File: src/rtl/cpu_mem_pkg.sv
// Shared CPU memory-side types: sequencer states,
// requester ids and response error codes.
package cpu_mem_pkg;

  typedef enum logic [1:0] {
    IDLE,
    ISSUE,
    WAIT,
    RESP
  } state_t;

  localparam logic REQ_IFETCH = 1'b0;
  localparam logic REQ_DATA   = 1'b1;

  localparam logic ERR_NONE    = 1'b0;
  localparam logic ERR_TIMEOUT = 1'b1;

endpackage

File: src/rtl/mem_port_arbiter_if.sv
// Requester and memory-port bundle of mem_port_arbiter.
// master = arbiter side, slave = requesters + memory.
interface mem_port_arbiter_if #(
  parameter int DW = 32,
  parameter int AW = 32
);
  logic [1:0]      req_valid;
  logic [1:0]      req_ready;
  logic [1:0]      req_we;
  logic [2*AW-1:0] req_addr;
  logic [2*DW-1:0] req_wdata;
  logic [1:0]      resp_valid;
  logic            resp_err;
  logic [DW-1:0]   resp_rdata;
  logic            mem_req;
  logic            mem_gnt;
  logic            mem_we;
  logic [AW-1:0]   mem_addr;
  logic [DW-1:0]   mem_wdata;
  logic            mem_rvalid;
  logic [DW-1:0]   mem_rdata;

  modport master (
    input  req_valid, req_we, req_addr,
    input  req_wdata, mem_gnt,
    input  mem_rvalid, mem_rdata,
    output req_ready, resp_valid,
    output resp_err, resp_rdata,
    output mem_req, mem_we,
    output mem_addr, mem_wdata
  );

  modport slave (
    output req_valid, req_we, req_addr,
    output req_wdata, mem_gnt,
    output mem_rvalid, mem_rdata,
    input  req_ready, resp_valid,
    input  resp_err, resp_rdata,
    input  mem_req, mem_we,
    input  mem_addr, mem_wdata
  );
endinterface

File: src/rtl/rr_arbiter2.sv
// Two-input round-robin grant, combinational.
// i_req: requests, i_last: last winner id, o_gnt: one-hot.
module rr_arbiter2 (
  input  logic [1:0] i_req,
  input  logic       i_last,
  output logic [1:0] o_gnt
);
  // On a tie the requester that did not win last time wins.
  assign o_gnt[0] = i_req[0] & (~i_req[1] | i_last);
  assign o_gnt[1] = i_req[1] & (~i_req[0] | ~i_last);
endmodule

File: src/rtl/mem_port_arbiter.sv
// Shares one memory port between ifetch and data paths.
// clk/rst_n plain; everything else via bus (master).
module mem_port_arbiter
  import cpu_mem_pkg::*;
#(
  parameter int DATA_WIDTH     = 32,
  parameter int ADDR_WIDTH     = 32,
  parameter int TIMEOUT_CYCLES = 255
) (
  input logic clk,
  input logic rst_n,
  mem_port_arbiter_if.master bus
);
  localparam int CW = (TIMEOUT_CYCLES < 1) ? 1
                    : $clog2(TIMEOUT_CYCLES + 1);

  state_t                r_state;
  state_t                w_next;
  logic                  r_last;
  logic                  r_owner;
  logic [CW-1:0]         r_cnt;
  logic                  r_mem_req;
  logic                  r_mem_we;
  logic [ADDR_WIDTH-1:0] r_mem_addr;
  logic [DATA_WIDTH-1:0] r_mem_wdata;
  logic [1:0]            r_resp_valid;
  logic                  r_resp_err;
  logic [DATA_WIDTH-1:0] r_resp_rdata;
  logic [1:0]            w_gnt;
  logic                  w_acc;
  logic                  w_sel;
  logic                  w_expire;

  rr_arbiter2 u_arb (
    .i_req  (bus.req_valid),
    .i_last (r_last),
    .o_gnt  (w_gnt)
  );

  // Grant is already masked by req_valid.
  assign bus.req_ready = (r_state == IDLE) ? w_gnt : 2'b00;
  assign w_acc = (r_state == IDLE) && (|w_gnt);
  assign w_sel = w_gnt[REQ_DATA];

  // r_cnt holds completed WAIT cycles; the error fires
  // once TIMEOUT_CYCLES of them have gone by.
  assign w_expire = (TIMEOUT_CYCLES != 0) &&
                    (r_cnt == CW'(TIMEOUT_CYCLES));

  always_comb begin
    w_next = r_state;
    unique case (r_state)
      IDLE:    if (w_acc) w_next = ISSUE;
      ISSUE:   if (bus.mem_gnt) w_next = WAIT;
      WAIT:    if (bus.mem_rvalid || w_expire)
                 w_next = RESP;
      RESP:    w_next = IDLE;
      default: w_next = IDLE;
    endcase
  end

  always_ff @(posedge clk or negedge rst_n) begin
    if (!rst_n) begin
      r_state      <= IDLE;
      r_last       <= REQ_DATA;
      r_owner      <= REQ_IFETCH;
      r_cnt        <= '0;
      r_mem_req    <= 1'b0;
      r_mem_we     <= 1'b0;
      r_mem_addr   <= '0;
      r_mem_wdata  <= '0;
      r_resp_valid <= 2'b00;
      r_resp_err   <= ERR_NONE;
      r_resp_rdata <= '0;
    end else begin
      r_state      <= w_next;
      r_resp_valid <= 2'b00;
      unique case (r_state)
        IDLE: if (w_acc) begin
          r_mem_req   <= 1'b1;
          r_mem_we    <= bus.req_we[w_sel];
          r_mem_addr  <= w_sel
            ? bus.req_addr[2*ADDR_WIDTH-1:ADDR_WIDTH]
            : bus.req_addr[ADDR_WIDTH-1:0];
          r_mem_wdata <= w_sel
            ? bus.req_wdata[2*DATA_WIDTH-1:DATA_WIDTH]
            : bus.req_wdata[DATA_WIDTH-1:0];
          r_owner     <= w_sel;
          r_last      <= w_sel;
        end
        ISSUE: if (bus.mem_gnt) begin
          r_mem_req <= 1'b0;
          r_cnt     <= '0;
        end
        WAIT: begin
          if (bus.mem_rvalid) begin
            r_resp_valid <= r_owner ? 2'b10 : 2'b01;
            r_resp_err   <= ERR_NONE;
            r_resp_rdata <= r_mem_we ? '0
                                     : bus.mem_rdata;
          end else if (w_expire) begin
            r_resp_valid <= r_owner ? 2'b10 : 2'b01;
            r_resp_err   <= ERR_TIMEOUT;
            r_resp_rdata <= '0;
          end else begin
            r_cnt <= r_cnt + CW'(1);
          end
        end
        default: ;
      endcase
    end
  end

  assign bus.mem_req    = r_mem_req;
  assign bus.mem_we     = r_mem_we;
  assign bus.mem_addr   = r_mem_addr;
  assign bus.mem_wdata  = r_mem_wdata;
  assign bus.resp_valid = r_resp_valid;
  assign bus.resp_err   = r_resp_err;
  assign bus.resp_rdata = r_resp_rdata;

endmodule

File: src/flat_wrapper.sv
// flat-port wrapper written by rule: the top's interface ports become plain ports
module mem_port_arbiter_flat import cpu_mem_pkg::*;
#(
  parameter int DATA_WIDTH     = 32,
  parameter int ADDR_WIDTH     = 32,
  parameter int TIMEOUT_CYCLES = 255
)
  (clk, rst_n, bus_req_valid, bus_req_we, bus_req_addr, bus_req_wdata, bus_mem_gnt, bus_mem_rvalid, bus_mem_rdata, bus_req_ready, bus_resp_valid, bus_resp_err, bus_resp_rdata, bus_mem_req, bus_mem_we, bus_mem_addr, bus_mem_wdata);
  mem_port_arbiter_if #(.DW(32), .AW(32)) bus_i ();
  input logic clk;
  input logic rst_n;
  input wire logic [$bits(bus_i.req_valid)-1:0] bus_req_valid;
  input wire logic [$bits(bus_i.req_we)-1:0] bus_req_we;
  input wire logic [$bits(bus_i.req_addr)-1:0] bus_req_addr;
  input wire logic [$bits(bus_i.req_wdata)-1:0] bus_req_wdata;
  input wire logic [$bits(bus_i.mem_gnt)-1:0] bus_mem_gnt;
  input wire logic [$bits(bus_i.mem_rvalid)-1:0] bus_mem_rvalid;
  input wire logic [$bits(bus_i.mem_rdata)-1:0] bus_mem_rdata;
  output wire logic [$bits(bus_i.req_ready)-1:0] bus_req_ready;
  output wire logic [$bits(bus_i.resp_valid)-1:0] bus_resp_valid;
  output wire logic [$bits(bus_i.resp_err)-1:0] bus_resp_err;
  output wire logic [$bits(bus_i.resp_rdata)-1:0] bus_resp_rdata;
  output wire logic [$bits(bus_i.mem_req)-1:0] bus_mem_req;
  output wire logic [$bits(bus_i.mem_we)-1:0] bus_mem_we;
  output wire logic [$bits(bus_i.mem_addr)-1:0] bus_mem_addr;
  output wire logic [$bits(bus_i.mem_wdata)-1:0] bus_mem_wdata;
  assign bus_i.req_valid = bus_req_valid;
  assign bus_i.req_we = bus_req_we;
  assign bus_i.req_addr = bus_req_addr;
  assign bus_i.req_wdata = bus_req_wdata;
  assign bus_i.mem_gnt = bus_mem_gnt;
  assign bus_i.mem_rvalid = bus_mem_rvalid;
  assign bus_i.mem_rdata = bus_mem_rdata;
  assign bus_req_ready = bus_i.req_ready;
  assign bus_resp_valid = bus_i.resp_valid;
  assign bus_resp_err = bus_i.resp_err;
  assign bus_resp_rdata = bus_i.resp_rdata;
  assign bus_mem_req = bus_i.mem_req;
  assign bus_mem_we = bus_i.mem_we;
  assign bus_mem_addr = bus_i.mem_addr;
  assign bus_mem_wdata = bus_i.mem_wdata;
  mem_port_arbiter #(.DATA_WIDTH(DATA_WIDTH), .ADDR_WIDTH(ADDR_WIDTH), .TIMEOUT_CYCLES(TIMEOUT_CYCLES)) u_core (.clk(clk), .rst_n(rst_n), .bus(bus_i));
endmodule
File: config.mk
export PLATFORM = sky130hd
export DESIGN_NAME = mem_port_arbiter_flat
export DESIGN_NICKNAME = d
export VERILOG_FILES = /design/src/rtl/cpu_mem_pkg.sv /design/src/rtl/mem_port_arbiter_if.sv /design/src/rtl/rr_arbiter2.sv /design/src/rtl/mem_port_arbiter.sv /design/src/flat_wrapper.sv
export SDC_FILE = /design/constraint.sdc
export NUM_CORES = 1
export LEC_CHECK = 0
export CAP_MARGIN = 20
export CELL_PAD_IN_SITES_DETAIL_PLACEMENT = 0
export CELL_PAD_IN_SITES_GLOBAL_PLACEMENT = 1
export CORE_ASPECT_RATIO = 1.1
export CORE_UTILIZATION = 29
export CTS_CLUSTER_SIZE = 16
export DETAILED_ROUTE_END_ITERATION = 8
export HOLD_SLACK_MARGIN = 0.05
export PLACE_DENSITY_LB_ADDON = 0.12
export SLEW_MARGIN = 10
export SYNTH_ARGS = -nofsm -noshare
export SYNTH_HDL_FRONTEND = slang
export SYNTH_SLANG_ARGS = --single-unit
File: constraint.sdc
create_clock -name clk -period 2.98 [get_ports clk]
set_clock_uncertainty 0.15 [all_clocks]
set_input_delay 0.298 -clock clk [delete_from_list [all_inputs] [get_ports clk]]
set_output_delay 0.298 -clock clk [all_outputs]
set_load 0.01 [all_outputs]
# Word-level counts from Yosys, hierarchy flattened
# Cells that the tools add are included.
[op_classes]
n_addsub = 1
order_cmp = 1
eq_ne = 9
mux = 25
bitwise = 7
n_reduce_logical = 12
[op_table]
columns = ["operator", "n"]
rows = [
  ["2-to-1 mux 32 bit", 5],
  ["2-to-1 mux 8 bit", 3],
  ["2-to-1 mux 2 bit", 8],
  ["one-hot mux 8 bit (2 select lines)", 1],
  ["adder 8 x 1 -> 8 bit, second input constant", 1],
  ["== test 8 bit, second input constant", 1],
  ["one-hot mux 2 bit (4 select lines)", 1],
  ["2-to-1 mux 1 bit", 6],
  ["!= test 2 bit, second input constant", 3],
  ["AND reduction 3 bit", 2],
  ["nonzero test 2 bit", 3],
  ["== test 2 bit, second input constant", 2],
  ["!= test 2 x 1 -> 1 bit, second input constant", 2],
  ["AND reduction 2 bit", 2],
  ["AND reduction 4 bit", 1],
  ["NOT 1 bit", 3],
  ["AND 1 bit", 2],
  ["== test 2 x 1 -> 1 bit, second input constant", 1],
  ["zero test 2 bit", 1],
  ["less-than comparator 1 x 2 -> 1 bit, second input constant", 1],
  ["OR 1 bit", 2],
  ["one-hot mux 1 bit (2 select lines)", 1],
  ["OR reduction 2 bit", 1],
  ["logical AND 1 bit", 1],
  ["logical OR 1 bit", 1],
]
[word_totals]
regBits = 113
output_inout_bits = 103

# Logic depth before layout (Yosys ltp)
# Gate-level depths: netlist of run 1.
[logic_depth]
ltp_word = 7
mapped_depth = 8
ltp_nobuf = 6

# Modules after synthesis
# Synthesis of run 1 repeated with hierarchy kept, for this count alone.
[unflattened]
hier_cells = 449
hier_area_um2 = 5022.3
[by_module_without_submodules]
columns = ["module", "instances", "cells_each", "area_per_inst_um2", "seq_area_each_um2"]
rows = [
  ["mem_port_arbiter", 1, 446, 5003.5, 2829.0],
  ["rr_arbiter2", 1, 3, 18.8, 0.0],
]

# Worst setup path before layout of run 1
# No wires, ideal clock.
[synth_timing]
path_type = "register to register"
startpoint = "reg u_core.r_state[0]"
endpoint = "reg u_core.r_cnt[3]"
setup_time_ns = 0.078
arrival_ns = 1.884
t_required_ns = 2.752
setup_slack_ns = 0.868
stages_incl_launch_ff = 9
path_buffers = 2
synth_period_minus_slack_ns = 2.112
cell_sequence = "dfrtp_1 > inv_1 > ha_1 > buf_6 > and2_4 > or3_1 > buf_2 > or4_1 > a21boi_1"
[synth_between]
elab_chain_cells = 3
[synth_lines]
columns = ["item", "line_no", "rtl"]
rows = [
  ["from (decl)", "mem_port_arbiter.sv:17", "state_t r_state;"],
  ["from (signal assigned)", "mem_port_arbiter.sv:76", "r_state <= w_next;"],
  ["== test 2 bit or == test 2 x 1 -> 1 bit (tied branches)", "mem_port_arbiter.sv:78", "unique case (r_state)"],
  ["!= test 2 bit (no source line) or nonzero test 2 bit (tied branches)", "-", ""],
  ["AND reduction 4 bit (no source line)", "-", ""],
  ["to (signal assigned)", "mem_port_arbiter.sv:106", "r_cnt <= r_cnt + CW'(1);"],
  ["to (decl)", "mem_port_arbiter.sv:21", "logic [CW-1:0] r_cnt;"],
]
# Several ways; a longest one is shown, not always the timed one.
# A chain may end at the register's enable or synchronous reset.

# Final worst setup path of run 1
[layout_timing]
startpoint = "reg u_core.r_state[0]"
endpoint = "out bus_req_ready[0]"
[layout_between]
elab_chain_cells = 2
[layout_lines]
columns = ["item", "line_no", "rtl"]
rows = [
  ["zero test 2 bit", "mem_port_arbiter.sv:41", "assign bus.req_ready = (r_state == IDLE) ? w_gnt : 2'b00;"],
  ["2-to-1 mux 2 bit", "mem_port_arbiter.sv:41", ""],
  ["to (decl)", "flat_wrapper.sv:19", "output wire logic [$bits(bus_i.req_ready)-1:0] bus_req_ready;"],
]
# Every way passes these cells.

==> results.md, run 1 <==
* Status: completed
* Die Wd at 127 um
* Design area at 0.00858 mm^2
* Clk buf depth at 2
* Maximum clock rate at 399 MHz
* Placement Cell Area at 0.00798 mm^2
* Critical Path AT at 2060 ps
* Antenna Nets Post-Route at 0
* Crit. End Element: output pin
* N_diodes at 0
* Via-per-instance ratio at 4.57
* Post-synth EDFFs at 0
* Overall routing resource usage at 18.0%
* Largest net degree at the start of global routing at 67
* TritonCTS Buffers at 17
* Synth Net Count at 627
* FF-to-FF path depth at 6
* Crit path buf inv count at 2
* Leak at 3.68 nW
* Post-route setup slack at 472 ps
* RSZ-0062 raised after global routing: false
* Sequential Area at 0.00283 mm^2
* Sequential area share after synthesis at 56.4%
* First-pass GRT wire length at 24300 um
* Synth warn at 0
* Hold Path Origin: u_core.r_owner
* CP Class: register to output pin
* Slew @ Worst Pin at 882 ps
* Multi-input gate area at 0.00206 mm^2
* Post-Syn Area at 0.00502 mm^2
* Crit-path max FO at 7
* Num Clock Sinks at 113
* Pins over their slew limit at 0
* Vias in the first global route at 4522
* CTS tree: yes
* Ys flop type: dfrtp_1
* Clk slew on worst S/H paths at 50 ps
* CP required at 2530 ps
* Slew HR at 41.2%
* Worst hold path stage count at 1
* Hold endpoint: u_core.bus.resp_valid[0]
* Startpoint types: register
* CP delay by family, top: buffers and inverters
* Placed cells at 936
* Setup TNS at 0 ps
* R2R setup slack at 630 ps
* Die Area at 0.0178 mm^2
* Cell Pwr Density at 946 mW/mm^2
* Fin crit period at 2510 ps
* Htree depth at 4
* Peak VDD IR at 0.386 mV
* Pre-CTS setup slack at 639 ps
* Synth area leaders: dfrtp_1, mux2i_1, o21ai_0, a22o_1, nand2_1
* Ratio of final minimum period to clock period at 84.1%
* Final std cells w/o fill at 969
* Nets at 894
* Post-synth top area share at 55.9%
* Layout cells sized above 1 at 6.39%
* Final hold violation count at 0
* Initial DRC count at 195
* Top-count cell post-synth: dfrtp_1
* Post-synth top cells: dfrtp_1, nand2_1, mux2i_1, o21ai_0, a22o_1
* GRT overflow at 0
* Netlist cell types at 45
* PortBufs at 270
* Initial antenna violation count at 0
* Fill cells at 1591
* Register bit total from synthesis at 113
* Reg-to-reg endpoint: u_core.bus.resp_rdata[20]
* Post-Synthesis Cells at 455
* R2r startpoint: u_core.r_cnt[0]
* Pre-antenna DRT Iters at 4
* Total number of vias at 4428
* Placer Congestion at 0.780
* Area grow syn2layout at 71.0%
* Setup Fix Bufs, Post-CTS at 0
* DRC Markers at 0
* Hpwl dp at 11400 um
* CP max stage cell: clkdlybuf4s50_1
* Final Setup Violations at 0
* Clk root buf: clkbuf_16
* Cell chain of the critical path: inv_1, ha_1, nand2_1, a21oi_1, clkdlybuf4s50_1
* CTS resizes at 0
* Async S/R FF share, synth at 100%
* Synth Area per Inst at 11.0 um^2
* Min-Delay Path Class: register to register
* Row count at 50
* WL final at 15500 um
* Clock insertion delay at the later pin of the skew report at 410 ps
* DR WL/cell at 16.0 um
* Core ar. at 0.0170 mm^2
* Initial Util at 29.6%
* Chip Height at 140 um
* Maxcap violations at 0
* Top-level port count at 271
* Max incr delay on CP at 580 ps
* Cell taking the most area after synthesis: dfrtp_1
[registers in the layout, indices dropped and copies added (netlist names)]
signal and count:
u_core.bus.mem_addr 32, u_core.bus.mem_wdata 32, u_core.bus.resp_rdata 32, u_core.r_cnt 8, u_core.bus.resp_valid 2, u_core.r_state 2, u_core.bus.mem_req 1, u_core.bus.mem_we 1
u_core.bus.resp_err 1, u_core.r_last 1, u_core.r_owner 1
[placed cells by master, fill, tap and decap left out, types with 2 or more instances in the layout]
| cell | synthesis | final |
|---|---|---|
| nand2b_1 | 2 | 2 |
| clkdlybuf4s50_1 | 0 | 269 |
| nand3_1 | 4 | 4 |
| o21ai_0 | 66 | 66 |
| and3_1 | 3 | 3 |
| nand2_1 | 70 | 70 |
| and2_1 | 2 | 2 |
| a41oi_1 | 2 | 2 |
| a31oi_1 | 3 | 3 |
| a21boi_1 | 3 | 2 |
| a22o_1 | 32 | 32 |
| nand4_1 | 2 | 2 |
| ha_1 | 4 | 4 |
| and3b_1 | 2 | 2 |
| a21oi_1 | 5 | 5 |
| nor4_1 | 2 | 2 |
| nor2b_1 | 4 | 3 |
| dfrtp_1 | 112 | 112 |
| clkbuf_16 | 0 | 17 |
| a311oi_1 | 2 | 2 |
| bufinv_16 | 0 | 2 |
| o31ai_1 | 2 | 2 |
| clkinvlp_4 | 0 | 3 |
| nand3b_1 | 3 | 3 |
| mux2i_1 | 66 | 66 |
| clkinv_4 | 0 | 8 |
| nor2_1 | 6 | 6 |
| inv_1 | 6 | 6 |
| buf_4 | 0 | 9 |
[per-stage QoR]
step	util (%)	hold slack, ps	total power (W)
floorplan	-	-148	0.00418
global placement	47.1	255	0.00611
detailed placement	47.1	252	0.00618
CTS	50.6	282	0.00824
global route	50.6	303	0.00867
finish	50.6	275	0.00811
[power by group]
part	internal [W]	switching, W
Clock	0.00124	0.000748
Combinational	0.00191	0.00157
Sequential	0.00225	0.000402
[worst reg2reg max path, delay by kind of cell, from the launching register on]
kind,cells,cell delay [ps]
AND/OR/NAND/NOR,2,220
adder cells (fa/ha/maj),1,250
buffers and inverters,1,350
flip-flops,1,420
AO/OA/AOI/OAI,2,890
[layout make-up]
class | instances | area share (%)
clock buffer | 18 | 5.00
clock inverter | 14 | 1.88
inverter | 6 | 0.262
multi-input combinational | 304 | 24.0
sequential | 113 | 33.0
tap | 234 | 3.41
timing repair buffer | 280 | 32.5
[cell families after synthesis]
logic type / count (synthesis) / synth area share [%]
compound gates: 126 / 16.2
fa+ha+maj: 4 / 0.998
buf+inv: 38 / 3.19
flops: 113 / 56.4
simple gates: 107 / 9.83
mux: 67 / 13.4
[layer usage]
layer  track usage (%)  share of wire [%]
met3              7.26                8.8
met5                 0                  0
met2              31.1                 51
met4              7.21                2.2
met1              19.3                 38
[how the worst max path moves through the flow]
stage | from | end | slack (ps) | depth (start not counted)
floorplan | u_core.r_state[0] | u_core.r_cnt[3] | 870 | 8
global placement | bus_req_valid[1] | bus_req_ready[1] | 680 | 4
detailed placement | u_core.r_cnt[0] | u_core.bus.resp_rdata[19] | 640 | 6
CTS | u_core.r_state[0] | bus_req_ready[0] | 440 | 5
global route | u_core.r_state[0] | bus_req_ready[0] | 340 | 5
finish | u_core.r_state[0] | bus_req_ready[0] | 470 | 5
[repair_timing]
item	CTS	global route
hold buffers	1	0
hold endpoints to repair	49	0
setup endpoints to repair	0	0
Power figures use the tool's default switching activity.
==> run 2, diff against run 1 <==
==> constraint.sdc (replaced) <==
create_clock -name clk -period 2.33 [get_ports clk]
set_clock_uncertainty 0.15 [all_clocks]
set_input_delay 0.233 -clock clk [delete_from_list [all_inputs] [get_ports clk]]
set_output_delay 0.233 -clock clk [all_outputs]
set_load 0.01 [all_outputs]
==> results.md, run 2 (synthesis results as in run 1) <==
* Fill cells at 1597
* Area grow syn2layout at 73.1%
* Slew @ Worst Pin at 508 ps
* Initial antenna violation count at 0
* PortBufs at 270
* Sequential Area at 0.00283 mm^2
* Hpwl dp at 11600 um
* Top-level port count at 271
* Crit path buf inv count at 2
* Clk root buf: clkbuf_16
* CTS tree: yes
* Total number of vias at 4420
* Placed cells at 941
* Crit path launch: u_core.r_state[0]
* Largest net degree at the start of global routing at 68
* Clk buf depth at 2
* Maximum clock rate at 450 MHz
* Multi-input gate area at 0.00207 mm^2
* N_diodes at 0
* Pre-antenna DRT Iters at 4
* Post-route setup slack at 106 ps
* GRT overflow at 0
* RSZ-0062 raised after global routing: false
* Slew HR at 66.1%
* Core ar. at 0.0170 mm^2
* Most frequent cells in the layout: clkdlybuf4s50_1, dfrtp_1, nand2_1
* Min-Delay Path Class: input pin to asynchronous set/reset pin
* Clk slew on worst S/H paths at 50 ps
* Cell Pwr Density at 1220 mW/mm^2
* Layout cells sized above 1 at 7.04%
* Via-per-instance ratio at 4.54
* Placer Congestion at 0.787
* CP max stage cell: clkdlybuf4s50_1
* Commonest non-fill, non-tap cell in the layout: clkdlybuf4s50_1
* Ratio of final minimum period to clock period at 95.5%
* R2r startpoint: u_core.r_state[0]
* Peak VDD IR at 0.614 mV
* Num Clock Sinks at 113
* Final Setup Violations at 0
* Crit. End Element: output pin
* Clock insertion delay at the later pin of the skew report at 410 ps
* DR WL/cell at 16.1 um
* Max incr delay on CP at 540 ps
* Initial Util at 29.6%
* Die Area at 0.0178 mm^2
* TritonCTS Buffers at 17
* Status: completed
* Pre-CTS setup slack at 162 ps
* Overall routing resource usage at 18.1%
* Chip Height at 140 um
* Nets at 899
* DRC Markers at 0
* Htree depth at 4
* CP required at 1950 ps
* Row count at 50
* Pins over their slew limit at 0
* Final hold violation count at 0
* WL final at 15700 um
* Setup TNS at 0 ps
* Vias in the first global route at 4589
* Startpoint types: register
* Initial DRC count at 178
* Antenna Nets Post-Route at 0
* Cell chain of the critical path: inv_1, ha_4, and2_1, clkdlybuf4s50_1
* Die Wd at 127 um
* Crit-path max FO at 7
* CP delay by family, top: buffers and inverters
* CP Class: register to output pin
* First-pass GRT wire length at 24600 um
* Fin crit period at 2220 ps
* Worst hold slack at 201 ps
* Maxcap violations at 0
* Leak at 3.75 nW
* Critical Path AT at 1840 ps
* Final std cells w/o fill at 973
run 2: changes by cell type in the layout (fill, tap and decap cells not counted), sizes merged:
| cell | delta |
|---|---|
| buf | +5 |
| clkinv | -3 |
| clkbuf | +2 |
| bufinv | +1 |
| clkdlybuf4s50 | -1 |
| dlygate4sd2 | +1 |
| inv | -1 |
run 2: through the flow:
| step | area (um^2) | util, % | power (W) |
|---|---|---|---|
| after floorplan | 5020 | - | 0.00534 |
| after global placement | 8070 | 47.6 | 0.00794 |
| after detailed placement | 8070 | 47.6 | 0.00801 |
| after CTS | 8680 | 51.2 | 0.0107 |
| after global routing | 8680 | 51.2 | 0.0113 |
| final | 8680 | 51.2 | 0.0106 |
run 2: cell type report:
class	instances	area share, %
repair buffers	285	33.1
flip-flops and latches	113	32.6
multi-input cells	304	23.8
clock buffers	20	5.26
well taps	234	3.37
clock inverters	11	1.58
inverters	6	0.259
run 2: path summary, 6_finish.rpt:
path,endpoint,slack [ps],cells after the start
min,u_core.bus.mem_we,200,2
min in group clk,u_core.bus.resp_rdata[16],270,2
min reg2reg,u_core.bus.resp_valid[0],270,1
max,bus_req_ready[1],110,4
max in group asynchronous,u_core.bus.mem_addr[28],1210,3
max reg2reg,u_core.r_cnt[3],110,6
run 2: power by group:
part / leakage (nW) / switching (W) / total [W] / internal [W]
Combinational: 2.03 / 0.00205 / 0.00458 / 0.00252
Clock: 0.287 / 0.000887 / 0.00261 / 0.00172
Sequential: 1.42 / 0.000510 / 0.00339 / 0.00288
Total: 3.75 / 0.00345 / 0.0106 / 0.00712
run 2: worst reg2reg max path: cells and delay by family (launching register included):
kind,cells,cell delay [ps]
AND/OR/NAND/NOR,3,1050
buffers and inverters,1,110
flip-flops,1,380
adder cells (fa/ha/maj),1,310
AO/OA/AOI/OAI,1,150
run 2: per-layer routing:
metal  wire (um)  up-vias  track usage (%)
li1            -     2174                -
met1        6350     2054             20.8
met2        7940      173             31.1
met3        1140       19             6.07
met4         274        0             6.70
met5           0        -                0
run 2: repair_timing:
item                                    4_1_cts  5_1_grt
resized for setup                             3        0
hold endpoints to repair                     33        0
hold buffers                                  1        0
endpoints found under the setup margin        2        0
setup buffers                                 0        0
==> run 3, diff against run 2 <==
--- a/config.mk
+++ b/config.mk
@@ -14,6 +14,7 @@
 export DETAILED_ROUTE_END_ITERATION = 8
 export HOLD_SLACK_MARGIN = 0.05
 export PLACE_DENSITY_LB_ADDON = 0.12
+export SETUP_SLACK_MARGIN = 0.5
 export SLEW_MARGIN = 10
 export SYNTH_ARGS = -nofsm -noshare
 export SYNTH_HDL_FRONTEND = slang
==> results.md, run 3 (synthesis results as in run 1) <==
* Status: completed
* Pins over their slew limit at 0
* First-pass GRT wire length at 24400 um
* Via-per-instance ratio at 4.62
* Initial antenna violation count at 0
* DR WL/cell at 16.5 um
* CP Class: register to register
* RSZ-0062 raised after global routing: true
* Layout cells sized above 1 at 12.9%
* Top-level port count at 271
* Pre-CTS setup slack at 206 ps
* CP delay by family, top: simple AND/OR/NAND/NOR gates
* Die Wd at 127 um
* CTS tree: yes
* Cell Pwr Density at 1220 mW/mm^2
* Row count at 50
* Clk buf depth at 2
* Fill cells at 1525
* Core ar. at 0.0170 mm^2
* Peak VDD IR at 0.506 mV
* TritonCTS Buffers at 17
* Antenna Nets Post-Route at 0
* Num Clock Sinks at 113
* Final Setup Violations at 0
* Critical Path AT at 2120 ps
* Ratio of final minimum period to clock period at 85.6%
* Maxcap violations at 0
* Commonest non-fill, non-tap cell in the layout: clkdlybuf4s50_1
* Crit. End Element: register
* Final hold violation count at 0
* Hpwl dp at 11400 um
* Crit path launch: u_core.r_state[0]
* Initial Util at 29.6%
* Total number of vias at 4617
* Setup TNS at 0 ps
* Most frequent cells in the layout: clkdlybuf4s50_1, dfrtp_1, nand2_1
* Cell chain of the critical path: inv_4, ha_4, and2_4, or3_4, buf_4, o31ai_1, a21boi_2
* Reg-to-reg endpoint: u_core.r_cnt[3]
* R2R setup slack at 340 ps
* Pre-antenna DRT Iters at 4
* Min-Delay Path Class: input pin to register
* Die Area at 0.0178 mm^2
* Clock insertion delay at the later pin of the skew report at 400 ps
* Overall routing resource usage at 18.0%
* Final Core Density at 53.9%
* PortBufs at 270
* Startpoint types: register
* Largest net degree at the start of global routing at 114
* CP max stage cell: dfrtp_2
* Clk slew on worst S/H paths at 60 ps
* Crit path buf inv count at 2
* Hold Path Origin: bus_mem_rdata[19]
* Placer Congestion at 0.781
* Worst hold path stage count at 2
* WL final at 16500 um
* Clk root buf: clkbuf_16
* Initial DRC count at 166
* R2r startpoint: u_core.r_state[0]
* Crit-path max FO at 7
* FF-to-FF path depth at 7
* Post-route setup slack at 336 ps
* CP required at 2460 ps
* Leak at 3.95 nW
* Area grow syn2layout at 82.0%
* GRT overflow at 0
* Hold endpoint: u_core.bus.resp_rdata[19]
* Vias in the first global route at 4695
* Slew HR at 59.1%
* DRC Markers at 0
* Htree depth at 4
* Chip Height at 140 um
* Critical Path Stages at 7
* Max incr delay on CP at 410 ps
* Maximum clock rate at 502 MHz
* Slew @ Worst Pin at 614 ps
* Fin crit period at 1990 ps
* N_diodes at 0
* Nets at 924
[run 3: how the worst max path moves through the flow]
stage                       end  slack (ps)
6_report        u_core.r_cnt[3]         340
5_1_grt         u_core.r_cnt[3]         240
4_1_cts         u_core.r_cnt[3]         330
3_5_place_dp   bus_req_ready[0]         210
3_3_place_gp   bus_req_ready[0]         260
2_1_floorplan   u_core.r_cnt[3]         320
[run 3: area by class of cell]
type | instances | area (um^2) | area share [%]
Inverter | 6 | 25.0 | 0.274
Clock buffer | 21 | 450 | 4.93
Timing Repair Buffer | 310 | 3220 | 35.3
Tap cell | 234 | 293 | 3.21
Multi-Input combinational cell | 304 | 2200 | 24.1
Sequential cell | 113 | 2830 | 31.0
Clock inverter | 11 | 114 | 1.25
[run 3: repair_timing]
item                       in CTS  in global routing
buffers inserted               12                  4
hold buffers                    1                  0
gates cloned                    0                  6
setup endpoints to repair      42                 98
pin swaps                       2                  5
hold endpoints to repair      112                  0
resized for setup              31                 16
[run 3: layer usage]
layer	routed length, um	part of all wire (%)	vias up	GRT usage [%]
met3	1330	8.0	19	7.22
li1	-	-	2226	-
met1	6180	37	2199	18.8
met5	0	0	-	0
met2	8740	53	173	32.3
met4	247	1.5	0	6.45
[run 3: report_power, final]
group          internal, W  switching [W]
sequential         0.00288       0.000509
combinational      0.00301        0.00223
clock              0.00159       0.000898
total              0.00748        0.00364
[run 3: per-stage QoR]
| stage | instances | hold WS [ps] | area, um^2 | total power, W |
|---|---|---|---|---|
| floorplan | 455 | -213 | 5030 | 0.00537 |
| global placement | 944 | 230 | 8120 | 0.00797 |
| detailed placement | 944 | 232 | 8120 | 0.00806 |
| CTS | 989 | 257 | 8880 | 0.0109 |
| global route | 999 | 269 | 9130 | 0.0118 |
| finish | 999 | 270 | 9130 | 0.0111 |
[run 3: worst register-to-register path, stage by stage (launching register included)]
cell and delay, ps:
dfrtp_2 410, inv_4 60, ha_4 190, and2_4 170, or3_4 380, buf_4 170, o31ai_1 250, a21boi_2 80
